## src/rtl/sr_cmd_pkg.sv

```systemverilog
// Shared types and width helpers for the SR command debouncer.
package sr_cmd_pkg;

  // Arbitration FSM states.
  typedef enum logic [1:0] {
    IDLE  = 2'd0,
    PULSE = 2'd1,
    HOLD  = 2'd2
  } state_t;

  // Channel select values used when launching a pulse.
  localparam logic SEL_S = 1'b0;
  localparam logic SEL_R = 1'b1;

  // Bits needed to hold values 0..max_val (at least one bit).
  function automatic int cnt_width(input int max_val);
    return (max_val < 1) ? 1 : $clog2(max_val + 1);
  endfunction

  // Debounce counter width.
  function automatic int debounce_width(input int debounce_cycles);
    return cnt_width(debounce_cycles);
  endfunction

  // Hold-off counter width.
  function automatic int holdoff_width(input int holdoff_cycles);
    return cnt_width(holdoff_cycles);
  endfunction

endpackage

```

## src/rtl/sr_debounce_ch.sv

```systemverilog
// One button channel: multi-flop synchronizer, debounce counter and a
// registered one-cycle event on an accepted 0->1 transition.
module sr_debounce_ch
  import sr_cmd_pkg::*;
#(
  parameter int SYNC_STAGES     = 2,
  parameter int DEBOUNCE_CYCLES = 4
) (
  input  logic clk,
  input  logic reset,
  input  logic btn,
  output logic rise_evt
);

  localparam int DW = debounce_width(DEBOUNCE_CYCLES);
  // The level is accepted on the cycle the counter would reach
  // DEBOUNCE_CYCLES, so the compare is against one less.
  localparam logic [DW-1:0] CNT_LAST = DW'(DEBOUNCE_CYCLES - 1);

  logic [SYNC_STAGES-1:0] sync_q;
  logic                   synced;
  logic                   stable;
  logic [DW-1:0]          cnt;

  assign synced = sync_q[SYNC_STAGES-1];

  // Shift the raw button through the synchronizer chain.
  always_ff @(posedge clk) begin
    if (reset) begin
      sync_q <= '0;
    end else begin
      sync_q <= {sync_q[SYNC_STAGES-2:0], btn};
    end
  end

  // Count consecutive disagreeing cycles; accept the new level and flag rises.
  always_ff @(posedge clk) begin
    if (reset) begin
      stable   <= 1'b0;
      cnt      <= '0;
      rise_evt <= 1'b0;
    end else begin
      rise_evt <= 1'b0;
      if (synced == stable) begin
        cnt <= '0;
      end else if (cnt >= CNT_LAST) begin
        stable   <= synced;
        cnt      <= '0;
        rise_evt <= synced;
      end else begin
        cnt <= cnt + DW'(1);
      end
    end
  end

endmodule

```

## src/rtl/sr_cmd_debouncer.sv

```systemverilog
// Turns two bouncy push buttons into clean, mutually exclusive one-cycle
// s/r pulses with a forced idle gap after each pulse.
module sr_cmd_debouncer
  import sr_cmd_pkg::*;
#(
  parameter int SYNC_STAGES     = 2,
  parameter int DEBOUNCE_CYCLES = 4,
  parameter int HOLDOFF_CYCLES  = 8
) (
  input  logic clk,
  input  logic reset,
  input  logic set_btn,
  input  logic rst_btn,
  output logic s,
  output logic r,
  output logic conflict,
  output logic busy
);

  localparam int HW = holdoff_width(HOLDOFF_CYCLES);
  localparam logic [HW-1:0] HOLD_LOAD = HW'(HOLDOFF_CYCLES);
  localparam logic [HW-1:0] HOLD_LAST = HW'(1);

  state_t        state;
  logic [HW-1:0] hold_cnt;
  logic          pend_s;
  logic          pend_r;
  logic          evt_s;
  logic          evt_r;
  logic          any_s;
  logic          any_r;
  logic          launch_sel;

  sr_debounce_ch #(
    .SYNC_STAGES    (SYNC_STAGES),
    .DEBOUNCE_CYCLES(DEBOUNCE_CYCLES)
  ) u_set_ch (
    .clk     (clk),
    .reset   (reset),
    .btn     (set_btn),
    .rise_evt(evt_s)
  );

  sr_debounce_ch #(
    .SYNC_STAGES    (SYNC_STAGES),
    .DEBOUNCE_CYCLES(DEBOUNCE_CYCLES)
  ) u_rst_ch (
    .clk     (clk),
    .reset   (reset),
    .btn     (rst_btn),
    .rise_evt(evt_r)
  );

  // Requests seen this cycle: queued ones plus fresh events. Pending flags
  // are always clear in IDLE, so there these reduce to the raw events.
  assign any_s = pend_s | evt_s;
  assign any_r = pend_r | evt_r;

  // Channel to pulse when exactly one request is present.
  always_comb begin
    launch_sel = SEL_R;
    if (any_s) launch_sel = SEL_S;
  end

  assign busy = (state != IDLE);

  // Arbitration FSM with hold-off counter, pending flags and output registers.
  always_ff @(posedge clk) begin
    if (reset) begin
      state    <= IDLE;
      hold_cnt <= '0;
      pend_s   <= 1'b0;
      pend_r   <= 1'b0;
      s        <= 1'b0;
      r        <= 1'b0;
      conflict <= 1'b0;
    end else begin
      s        <= 1'b0;
      r        <= 1'b0;
      conflict <= 1'b0;
      case (state)
        IDLE: begin
          if (any_s && any_r) begin
            conflict <= 1'b1;
          end else if (any_s || any_r) begin
            state <= PULSE;
            s     <= (launch_sel == SEL_S);
            r     <= (launch_sel == SEL_R);
          end
        end
        PULSE: begin
          // Events arriving during the pulse are queued like HOLD events.
          state    <= HOLD;
          hold_cnt <= HOLD_LOAD;
          pend_s   <= any_s;
          pend_r   <= any_r;
        end
        HOLD: begin
          if (hold_cnt <= HOLD_LAST) begin
            hold_cnt <= '0;
            pend_s   <= 1'b0;
            pend_r   <= 1'b0;
            if (any_s && any_r) begin
              conflict <= 1'b1;
              state    <= IDLE;
            end else if (any_s || any_r) begin
              state <= PULSE;
              s     <= (launch_sel == SEL_S);
              r     <= (launch_sel == SEL_R);
            end else begin
              state <= IDLE;
            end
          end else begin
            hold_cnt <= hold_cnt - HW'(1);
            pend_s   <= any_s;
            pend_r   <= any_r;
          end
        end
        default: begin
          state <= IDLE;
        end
      endcase
    end
  end

endmodule

```

## config.mk

```make
export PLATFORM = sky130hd
export DESIGN_NAME = sr_cmd_debouncer
export DESIGN_NICKNAME = d
export VERILOG_FILES = /design/src/rtl/sr_cmd_pkg.sv /design/src/rtl/sr_debounce_ch.sv /design/src/rtl/sr_cmd_debouncer.sv
export SDC_FILE = /design/constraint.sdc
export NUM_CORES = 1
export LEC_CHECK = 0
export ABC_CLOCK_PERIOD_IN_PS = 2300
export CAP_MARGIN = 20
export CORE_ASPECT_RATIO = 0.75
export CORE_MARGIN = 2
export CORE_UTILIZATION = 45
export CTS_BUF_LIST = sky130_fd_sc_hd__clkbuf_4 sky130_fd_sc_hd__clkbuf_8
export DETAILED_ROUTE_END_ITERATION = 10
export SETUP_SLACK_MARGIN = 0.15
export SYNTH_ARGS = -nofsm -noshare
export SYNTH_HDL_FRONTEND = slang
export SYNTH_HIERARCHICAL = 1
export SYNTH_SLANG_ARGS = --single-unit
```

## constraint.sdc

```tcl
create_clock -name clk -period 2.3 [get_ports clk]
set_input_delay 0.69 -clock clk [delete_from_list [all_inputs] [get_ports clk]]
set_output_delay 0.69 -clock clk [all_outputs]
set_load 0.02 [all_outputs]
```

Word level (Yosys, flattened, before mapping)
Cells that the tools add are included.

Multiplexer cells: 24. $add $sub $neg: 3. Bitwise operators: 6. Reduce and logical (&&, ||, !) cells: 12. Equality and inequality tests: 7. Magnitude comparators: 3.

Operators with widths (number): $mux W1 (13); $reduce_or A3 Y1 (4); $pmux W1 S2 (5); $pmux W4 S2 (1); $add A3 B1 Y3 const B (2); $ge A3 B2 Y1 const B (2); $mux W2 (3); $ne A2 B2 Y1 const B (3); $pmux W2 S3 (1); $le A4 B1 Y1 const B (1); $mux W4 (1); $not A1 Y1 (4); $reduce_and A2 Y1 (2); $reduce_bool A2 Y1 (2); $sub A4 B1 Y4 const B (1); $reduce_and A3 Y1 (1); $eq A1 B1 Y1 (2); $eq A2 B1 Y1 const B (1); $eq A2 B2 Y1 const B (1); $logic_not A2 Y1 (1); $or A1 B1 Y1 (2); $logic_and A1 B1 Y1 (1); $logic_or A1 B1 Y1 (1).

Input port bits: 4. Output and inout bits: 4. Word-level logic and storage cells: 70. Bits in registers: 25.

Depth between registers and ports, before layout
Depth after elaboration: 6. Mapped depth: 7. Depth with buffers taken out: 7.

By module
The synthesis kept the hierarchy.

Modules (own cells, without submodules): sr_cmd_debouncer (area each 611.8 µm², sequential area each 220.2 µm², times used 1, cells an instance 70); sr_debounce_ch (area each 261.5 µm², sequential area each 140.1 µm², times used 2, cells an instance 22).

Worst setup path before layout
Ideal clock, no wire load.

Kind: register to register. Start point: register pend_s. End point: register state[0]. Library setup time: 0.070 ns. Cell stages (with the launch flop): 7. Data required time: 2.230 ns. Path slack: 0.586 ns. Period minus slack after synthesis: 1.714 ns. Buffers on the path: 0. Arrival: 1.644 ns. Cells stage by stage: dfxtp_1 > or2_2 > ha_1 > o21ai_0 > inv_1 > or4_1 > a21oi_1.

Cells in the longest elaborated chain, start to end: 6. Elaborated cells on any way between the ends: 10. Those cells by class: 2 x eq/ne; 4 x mux; 1 x bitwise; 3 x reduce/logical.

RTL lines: start, declared (line sr_cmd_debouncer.sv:26) `logic pend_s;`; start signal, assigned (line sr_cmd_debouncer.sv:95) `pend_s <= any_s;`; start signal, assigned (line sr_cmd_debouncer.sv:115) `pend_s <= any_s;`; $or A1 B1 Y1 * (line sr_cmd_debouncer.sv:56) `assign any_s = pend_s | evt_s;`; $logic_or A1 B1 Y1 (line sr_cmd_debouncer.sv:85, sr_cmd_debouncer.sv:106); $mux W1 (line sr_cmd_debouncer.sv:106) `end else if (any_s || any_r) begin`; $mux W1 (line sr_cmd_debouncer.sv:103) `if (any_s && any_r) begin`; $mux W2 (line sr_cmd_debouncer.sv:99) `if (hold_cnt <= HOLD_LAST) begin`; $pmux W2 S3 (line sr_cmd_debouncer.sv:81) `case (state)`; end signal, assigned (line sr_cmd_debouncer.sv:86) `state <= PULSE;`; end signal, assigned (line sr_cmd_debouncer.sv:105) `state <= IDLE;`; end signal, assigned (line sr_cmd_debouncer.sv:107) `state <= PULSE;`; end, declared (line sr_cmd_debouncer.sv:24) `state_t state;`.

Every way passes the cells marked *; elsewhere a longest branch is shown, timed or not. The select of a mux whose other input is x is not followed. A chain may end at the register's enable or synchronous reset.

Final worst setup path
Start point: register state[0]. End point: output port busy.

Cells in the longest elaborated chain, start to end: 1.

RTL lines: start signal, assigned (line sr_cmd_debouncer.sv:70) `state <= IDLE;`; start signal, assigned (line sr_cmd_debouncer.sv:86); start signal, assigned (line sr_cmd_debouncer.sv:93) `state <= HOLD;`; $reduce_bool A2 Y1 (line sr_cmd_debouncer.sv:65) `assign busy = (state != IDLE);`; end, declared (line sr_cmd_debouncer.sv:17) `output logic busy`.

Every way passes these cells.

==> metrics.md <==
| Metric | Value |
|---|---|
| Run status | finished, final reports clean |
| Yosys Warn Count | 6 |
| Worst Hold Class | flip-flop to flip-flop |
| Fmax | 516 MHz |
| Critical Path Sink Type | output pin |
| Critical path class | flip-flop to output pin |
| Area delta synth->final | 12.8% |
| Commonest non-fill, non-tap cell in the layout | dfxtp_1 |
| P per Cell Area | 641 nW/µm² |
| Die Span Y | 47.5 µm |
| Via-to-Cell Ratio | 5.21 |
| Fraction of layout cells with a size suffix above 1 | 9.60% |
| Reg2reg path depth | 6 |
| Yosys cell types | 26 |
| Register area share after synthesis | 44.1% |
| Die width | 62.0 µm |
| Wirelength per Cell | around 11 µm |
| Area of the multi-input gates | 582 µm² |
| Dpl cells | 155 |
| Combinational power share | 18.0% |
| Drt total wl | 1800 µm |
| Hold path cells | 1 |
| Hold slack | 0.456 ns |
| Worst R2R Setup Slack | around 0.46 ns |
| Cell row count | 15 |
| Seq pwr share | between 50% and 60% |
| Total iterations of the first detailed-routing run | 4 |
| Clk network pwr share | 24.6% |
| Crit Path Max Fanout | 4 |
| Pre-CTS WS | between 0.2 and 0.3 ns |
| Number of remaining DRC errors | 0 |
| Port Buf Inserts | 7 |
| Worst-Skew Late Latency | slightly above 0.3 ns |
| GRT Util Overall | between 10% and 20% |
| Setup_tns | 0 ns |
| Filler Cells Inserted | ~220 |
| Int Pwr | 594 µW |
| Area of the mapped netlist | 1130 µm² |
| Crit path DAT | 1.25 ns |
| Top Ports | 8 |
| R2R Path Start | pend_s |
| Final #Nets | 144 |
| Post-DP HPWL | 1340 µm |
| CP Launch Type | flip-flop |
| Mapped Nets | 132 |
| Final setup margin | about 0.36 ns |
| Worst slew pin tran | around 0.59 ns |
| Reg clk slew, reported paths | 0.13 ns |
| Die area | 2940 µm² |
| Most frequent cells in the layout | dfxtp_1 (25), ha_1 (14), inv_1 (12), a21oi_1 (10) |
| Lkg Pwr | ~0.00050 µW |
| P_sw | 227 µW |
| Clock tree buffer depth | 2 |
| Hold buffers post-CTS | 0 |
| Largest net degree at the start of global routing | 18 |
| Post-layout min period | 1.94 ns |
| Final Max Slew Viols | 0 |
| Non-Filler Instances | 159 |
| CTS root buffer | clkbuf_4 |
| Unrepaired setup endpoints after global routing | false |
| First-pass GRT wire length | a little over 3000 µm |
| Worst Hold End | u_rst_ch/sync_q[1] |
| Slew margin rel. | 60.8% |
| Routability cong. | 0.766 |
| Mean Syn Cell Area | 9.95 µm² |
| Setup violators final | 0 |
| Vias | a little over 800 |
| H-tree level count | 1 |
| Seq. cell area | around 500 µm² |
| DRT iter0 DRCs | 18 |
| TritonCTS clock tree | built |
| Initial antenna violation count | 0 |
| Core area | 2350 µm² |
| Initial Util | 48.4% |
| CTS sink count | 25 |
| Hold Path Origin | u_rst_ch/sync_q[0] |
| Switching power share of the total | 27.6% |
| Vias in the first global route | 740 |
| Final hold vios | 0 |
| Max-Cap Viols | 0 |
| Overflow after GRT | 0 |
| Worst Skew | between 0.004 and 0.005 ns |
| ANT cells | 0 |
| FF+latch count, synth | 25 |
| Required @ worst endpoint | 1.61 ns |
| Worst r2r dst | state[0] |
| Tcrit/Tclk final | 84.2% |
| DRT antenna net count | 0 |
| Maximum vdd drop | 0.000257 V |
| CTS Buf Count | 3 |
| Mapped Cells | 114 |
==> worst max-delay path: stages (launching register included) <==
cell	delay, ns
dfxtp_1	0.39
inv_1	0.08
ha_1	0.22
inv_1	0.08
clkbuf_2	0.17
==> synth_stat cells (all sizes together) <==
| master | number | area share, % |
|---|---|---|
| clkbuf | 2 | 0.66 |
| dfxtp | 25 | 44 |
| o31a | 1 | 0.77 |
| o41ai | 1 | 0.77 |
| nand4 | 1 | 0.55 |
| nor2b | 5 | 2.8 |
| nand2b | 6 | 3.3 |
| nand2 | 1 | 0.33 |
| nor4 | 5 | 2.8 |
| and2 | 3 | 1.7 |
| nor3 | 2 | 0.88 |
| a211o | 2 | 1.5 |
| ha | 14 | 15 |
| a21oi | 10 | 4.4 |
| a31o | 1 | 0.77 |
| mux2i | 2 | 1.8 |
| xnor2 | 2 | 1.5 |
| nand3 | 2 | 0.88 |
| nor4b | 2 | 2.6 |
| o21ai | 4 | 1.8 |
| nand3b | 2 | 1.3 |
| or2 | 2 | 1.1 |
| nor2 | 1 | 0.33 |
| inv | 12 | 4.0 |
| or4 | 2 | 1.3 |
| a211oi | 4 | 2.6 |
==> cells by family (layout without fill, tap and decap cells) <==
| group | Yosys count | in the layout | share of synthesized area, % |
|---|---|---|---|
| simple gates | 34 | 34 | 19.8 |
| buf+inv | 14 | 25 | 4.63 |
| flops | 25 | 25 | 44.1 |
| xor+xnor | 2 | 2 | 1.54 |
| compound gates | 23 | 23 | 12.7 |
| mux | 2 | 2 | 1.76 |
| fa+ha+maj | 14 | 14 | 15.4 |
==> through the flow <==
stage | utilization [%] | area, µm² | total power (µW)
2_1_floorplan | - | 1130 | 587
3_3_place_gp | 53.5 | 1250 | 635
3_5_place_dp | 53.5 | 1250 | 636
4_1_cts | 54.7 | 1280 | 834
5_1_grt | 54.6 | 1280 | 874
6_report | 54.6 | 1280 | 820
==> power by group through the flow <==
stage | logic, µW | registers [µW] | clock network (µW)
5_1_grt | 171 | 475 | 228
2_1_floorplan | 111 | 477 | 0
3_3_place_gp | 155 | 480 | 0
3_5_place_dp | 155 | 481 | 0
6_report | 147 | 471 | 202
4_1_cts | 150 | 471 | 213
==> layout make-up <==
| type | count | area share [%] |
|---|---|---|
| Multi-Input combinational cell | 75 | 45.5 |
| Inverter | 12 | 3.52 |
| Clock buffer | 4 | 2.35 |
| Tap cell | 34 | 3.32 |
| Sequential cell | 25 | 39.1 |
| Timing Repair Buffer | 9 | 6.26 |
==> routing by layer <==
metal  up-vias  track usage (%)  wire length (µm)
met2        16             25.0               841
li1        425                -                 -
met5         -                0                 0
met4         0             3.83                15
met1       386             17.1               872
met3         2             4.86                66
==> registers in the layout (all words and copies together) (netlist names) <==
register / count
state: 2
u_set_ch/sync_q: 2
pend_r: 1
hold_cnt: 4
u_set_ch/cnt: 3
s: 1
u_set_ch/rise_evt: 1
u_rst_ch/stable: 1
u_rst_ch/sync_q: 2
r: 1
u_rst_ch/rise_evt: 1
conflict: 1
u_rst_ch/cnt: 3
u_set_ch/stable: 1
pend_s: 1
==> worst max path at each step <==
stage	from	end	slack, ns	cells past startpoint
6_report	state[0]	busy	0.36	4
5_1_grt	state[0]	busy	0.27	4
4_1_cts	state[0]	busy	0.18	4
3_5_place_dp	state[0]	busy	0.28	4
3_3_place_gp	reset	r	0.32	3
2_1_floorplan	pend_s	state[0]	0.59	6
==> timing repair <==
item,CTS,global route
setup endpoints to repair,1,1
gates resized for setup,1,2
pin swaps,0,0
setup buffers,0,0
endpoints found under the hold margin,0,0
Power figures use the tool's default switching activity.
==> edit 1, RTL diff (same flow settings) <==
The parameter `HOLDOFF_CYCLES` goes from 8 to 4.
--- a/src/rtl/sr_cmd_debouncer.sv
+++ b/src/rtl/sr_cmd_debouncer.sv
@@ -5,7 +5,7 @@
 #(
   parameter int SYNC_STAGES     = 2,
   parameter int DEBOUNCE_CYCLES = 4,
-  parameter int HOLDOFF_CYCLES  = 8
+  parameter int HOLDOFF_CYCLES  = 4
 ) (
   input  logic clk,
   input  logic reset,
Formal check against the unedited RTL: same outputs for any inputs over 10 cycles, from zero or initial values and one cycle with reset high; that may be too few to reach the edited logic, so the function may still have changed.
==> edit 1 against the original RTL <==
Power grew 11%. Clock power grew 49%. Largest power group unchanged. Critical path depth is the same. Hold slack lost 0.0076 ns. Count of clock-buffer cells in the layout shrank 1. Cell area grew 2.0%. Largest cell class unchanged. Sequential share of layout area shrank 2.3 points. Routed wire length shrank 1.1%. Worst setup slack lost 0.0080 ns. Sequential cell count shrank 1. Maximum frequency shrank 0.41%. Synthesized area shrank 0.11%.
==> edit 1: results (changes against the original RTL) <==
number of library cell types mapped by synthesis - 28 (+7.7%)
maximum buffer depth of the clock tree - 2 (unchanged)
clock root buffer - clkbuf_4
GR Util All Layers - 0.1453 (+0.001806)
total gr overflow - 0 (unchanged)
worst min-delay path class - reg -> reg
Synth area leaders - dfxtp_1 42%, ha_1 15%, nand2b_1 5.0%
Avg Inst Size Synth - 10.31 um2 (+3.5%)
ys async rst share - 0 (unchanged)
DRT Wirelength - 1776 um (-1.1%)
Placed Cells - 150 (-3.2%)
Via Count - 776 (-6.4%)
outcome - completed
Clock transition at path regs - 0.13 ns (about the same)
met2 WL post-DR - 779 um (-7.4%)
max-capacitance violation count - 0 (unchanged)
# nets final - 139 (-3.5%)
first-pass GRT wire length - 3056 um (-0.23%)
Int Pwr - 0.6810 mW (+15%)
WL met3 - 37 um (-44%)
number of inserted diodes - 0 (unchanged)
largest net degree at the start of global routing - 28 (+10)
antenna-violating nets left - 0 (unchanged)
met2 Usage GRT - 0.2375 (-0.01250)
placed cell area - 1257 um2 (+0.20%)
Critical Path AT - 1.26 ns
Place WS - 0.2634 ns (-0.01933 ns)
Syn Nets - 128 (-3.0%)
synth warn - 6 (unchanged)
biggest regs - hold_cnt (3), u_rst_ch/cnt (3), u_set_ch/cnt (3)
Post-CTS Setup Bufs - 0 (unchanged)
sequential area share after synthesis - 0.4238 (-0.01717)
share of post-route cells with drive strength above 1 - 0.1333 (+0.03733)
leak pwr - 0.5138 nW (+2.6%)
DR iter-0 viols - 33 (+15)
WL/cell - 11.53 um (+2.1%)
Clock Latency Late Sink - 0.31 ns (about the same)
Worst Skew - 0.007148 ns (+0.002692 ns)
VDD IR max - 0.3816 mV (+49%)
number of global-route vias before repair - 702 (-5.1%)
largest stage delay on the critical path - 0.38 ns
initial antenna violation count - 0 (unchanged)
GPL Wtd Cong - 0.7797 (+1.8%)
met3 Track Usage GR - 0.05676 (+0.008108)
slowest CP cell - dfxtp_1
Worst Tran Pin Value - 0.3682 ns (-0.2176 ns)
grt met1 use - 0.1817 (+0.01029)
DRT Pass-1 Iters - 4 (unchanged)
clock buffer count from CTS - 3 (unchanged)
Top Layer Used - met4
CP max FO - 4 (unchanged)
Max H-tree Level - 1 (unchanged)
main flop type after synthesis - dfxtp_1
Worst path top cell family by delay - flip-flops
DRT met1 WL - 948 um (+8.7%)
dpl hpwl - 1322 um (-1.1%)
top cells by count, synth - 24 x dfxtp_1, 14 x ha_1, 11 x inv_1
port bufs - 7 (unchanged)
-- edit 1: area by class of cell --
| class | count | area, um2 |
|---|---|---|
| tap | 34 | 42.54 |
| timing repair buffer | 8 | 85.08 |
| multi-input combinational | 72 | 599.3 |
| fill | 217 | 1041 |
| sequential | 24 | 480.5 |
| clock buffer | 3 | 22.52 |
| inverter | 12 | 45.04 |
| clock inverter | 1 | 30.03 |
-- edit 1: worst register-to-register path, delay by kind of cell (launching register included) --
kind	cells	cell delay, ns
AND/OR/NAND/NOR	1	0.33
AO/OA/AOI/OAI	2	0.45
multiplexers	1	0.29
adder cells (fa/ha/maj)	1	0.21
flip-flops	1	0.33
-- edit 1: worst paths after layout --
path	from	to	slack, ns	depth (start not counted)
max reg2reg	pend_s	state[0]	0.59	5
max	state[0]	busy	0.35	4
min reg2reg	u_set_ch/sync_q[0]	u_set_ch/sync_q[1]	0.45	1
min	u_set_ch/sync_q[0]	u_set_ch/sync_q[1]	0.45	1
-- edit 1: timing repair --
action / in CTS / in global routing
pin swaps: 0 / 0
resized for setup: 1 / 2
endpoints found under the setup margin: 1 / 1
-- edit 1: cells by family (layout without fill, tap and decap cells) --
group	count (synthesis)	count (layout)	synth area share
xor+xnor	2	2	0.01546
compound gates	19	19	0.1192
fa+ha+maj	14	14	0.1545
simple gates	33	33	0.1998
mux	4	4	0.03973
buf+inv	14	24	0.04745
flops	24	24	0.4238
-- edit 1: power by group through the flow --
stage               Combinational (mW)  Clock, mW  Sequential [mW]
global placement                 0.162          0            0.460
finish                           0.159      0.300            0.452
CTS                              0.162      0.318            0.452
detailed placement               0.166          0            0.461
floorplan                        0.116          0            0.457
global route                     0.179      0.330            0.456
==> edit 2, RTL diff (same flow settings) <==
Without the edit above. Re-encode `state_t` (3 states) as one-hot, 3 bits wide.
--- a/src/rtl/sr_cmd_pkg.sv
+++ b/src/rtl/sr_cmd_pkg.sv
@@ -2,10 +2,10 @@
 package sr_cmd_pkg;
 
   // Arbitration FSM states.
-  typedef enum logic [1:0] {
-    IDLE  = 2'd0,
-    PULSE = 2'd1,
-    HOLD  = 2'd2
+  typedef enum logic [2:0] {
+    IDLE  = 3'b001,
+    PULSE = 3'b010,
+    HOLD  = 3'b100
   } state_t;
 
   // Channel select values used when launching a pulse.
Formal check against the unedited RTL: same outputs for any inputs over 10 cycles, from zero or initial values and one cycle with reset high; not proved beyond that.
==> edit 2 against the original RTL <==
Synthesized area increased by 9.9%. Global-route usage increased by 0.18 points. Routed wire length increased by 9.4%. Via count increased by 6.5%. Largest power group unchanged. Cell area increased by 8.0%. Worst setup slack got worse by 0.046 ns. Power decreased by 0.40%. Sequential cell count increased by 1.
==> edit 2: results (changes against the original RTL) <==
Worst Tran Pin Value - 0.5349 ns (-0.05083 ns)
sequential area share after synthesis - 0.4173 (-0.02376)
VDD IR max - 0.3469 mV (+35%)
internal reg-to-reg setup slack - 0.73 ns (+0.27 ns)
final hold slack - 0.4433 ns (-0.01259 ns)
ys async rst share - 0 (unchanged)
RR Startpoint - hold_cnt[0]
Syn Nets - 133 (+0.76%)
CP max FO - 5 (+1)
Place WS - 0.2318 ns (-0.05099 ns)
DRT Pass-1 Iters - 2 (-2)
Layout fillers - 236 (+5.8%)
top cells by count, synth - 26 x dfxtp_1, 10 x ha_1, 9 x inv_1
Clock Sinks - 26 (+4.0%)
Via Count - 883 (+6.5%)
Worst Skew - 0.003850 ns (-0.0006058 ns)
Clock Latency Late Sink - 0.26 ns (-0.05 ns)
largest net degree at the start of global routing - 27 (+9)
outcome - completed
crit path launch - state[1]
clock root buffer - clkbuf_8
GR Util All Layers - 0.1453 (+0.001773)
Reg2Reg Depth - 5 (-1)
mapped cell area - 1247 um2 (+9.9%)
GPL Wtd Cong - 0.8208 (+7.1%)
Synth area leaders - dfxtp_1 42%, ha_1 10%, nor3b_2 4.0%
first-pass GRT wire length - 3594 um (+17%)
Worst Hold End - u_set_ch/sync_q[1]
DR iter-0 viols - 17 (-1)
# nets final - 142 (-1.4%)
DRT Wirelength - 1965 um (+9.4%)
number of library cell types mapped by synthesis - 38 (+46%)
leak pwr - 0.5261 nW (+5.1%)
HP Start - u_set_ch/sync_q[0]
dpl hpwl - 1376 um (+2.9%)
placed cell area - 1346 um2 (+7.3%)
Peak Freq - 0.5043 GHz (-2.3%)
reg2reg end - state[2]
==> edit 2: cell families (layout without fill, tap and decap cells) <==
family                   after synthesis  after routing  synth area share
AND/OR/NAND/NOR                       35             35            0.2106
adder cells (fa/ha/maj)               10             10            0.1003
flip-flops                            26             26            0.4173
XOR/XNOR                               4              4           0.02809
buffers and inverters                 16             23           0.06419
multiplexers                           2              2           0.01605
AO/OA/AOI/OAI                         26             26            0.1635
==> edit 2: final cells by class <==
| cell class | count | share of cell area |
|---|---|---|
| Clock buffer | 3 | 0.02986 |
| Tap cell | 36 | 0.03258 |
| Multi-Input combinational cell | 77 | 0.4679 |
| Sequential cell | 26 | 0.3765 |
| Timing Repair Buffer | 11 | 0.06878 |
| Inverter | 9 | 0.02443 |
==> edit 2: stage by stage <==
stage | util | cells
2_1_floorplan | - | 119
3_3_place_gp | 0.5134 | 159
3_5_place_dp | 0.5134 | 159
4_1_cts | 0.5291 | 162
5_1_grt | 0.5272 | 162
6_report | 0.5272 | 162
==> edit 2: layer usage <==
layer	up-vias	track usage	part of all wire
met3	6	0.04338	0.031
met4	0	0.06028	0.020
met1	414	0.1729	0.50
met5	-	0	0
met2	13	0.2440	0.45
li1	450	-	-
==> edit 2: worst max-delay path, cell delays in order, from the launching register on <==
cell      delay [ns]
dfxtp_1         0.32
or3b_2          0.53
clkbuf_2        0.18
==> edit 2: power by group <==
group | switching [mW] | internal (mW) | leakage [nW]
sequential | 0.00537 | 0.460 | 0.211
clock | 0.132 | 0.117 | 0.0216
combinational | 0.0577 | 0.0448 | 0.294
==> edit 2: what timing repair did <==
item                                    in CTS  in global routing
buffers inserted                             0                  0
hold buffers                                 0                  0
endpoints found under the setup margin       1                  1
gates resized for setup                      2                  1
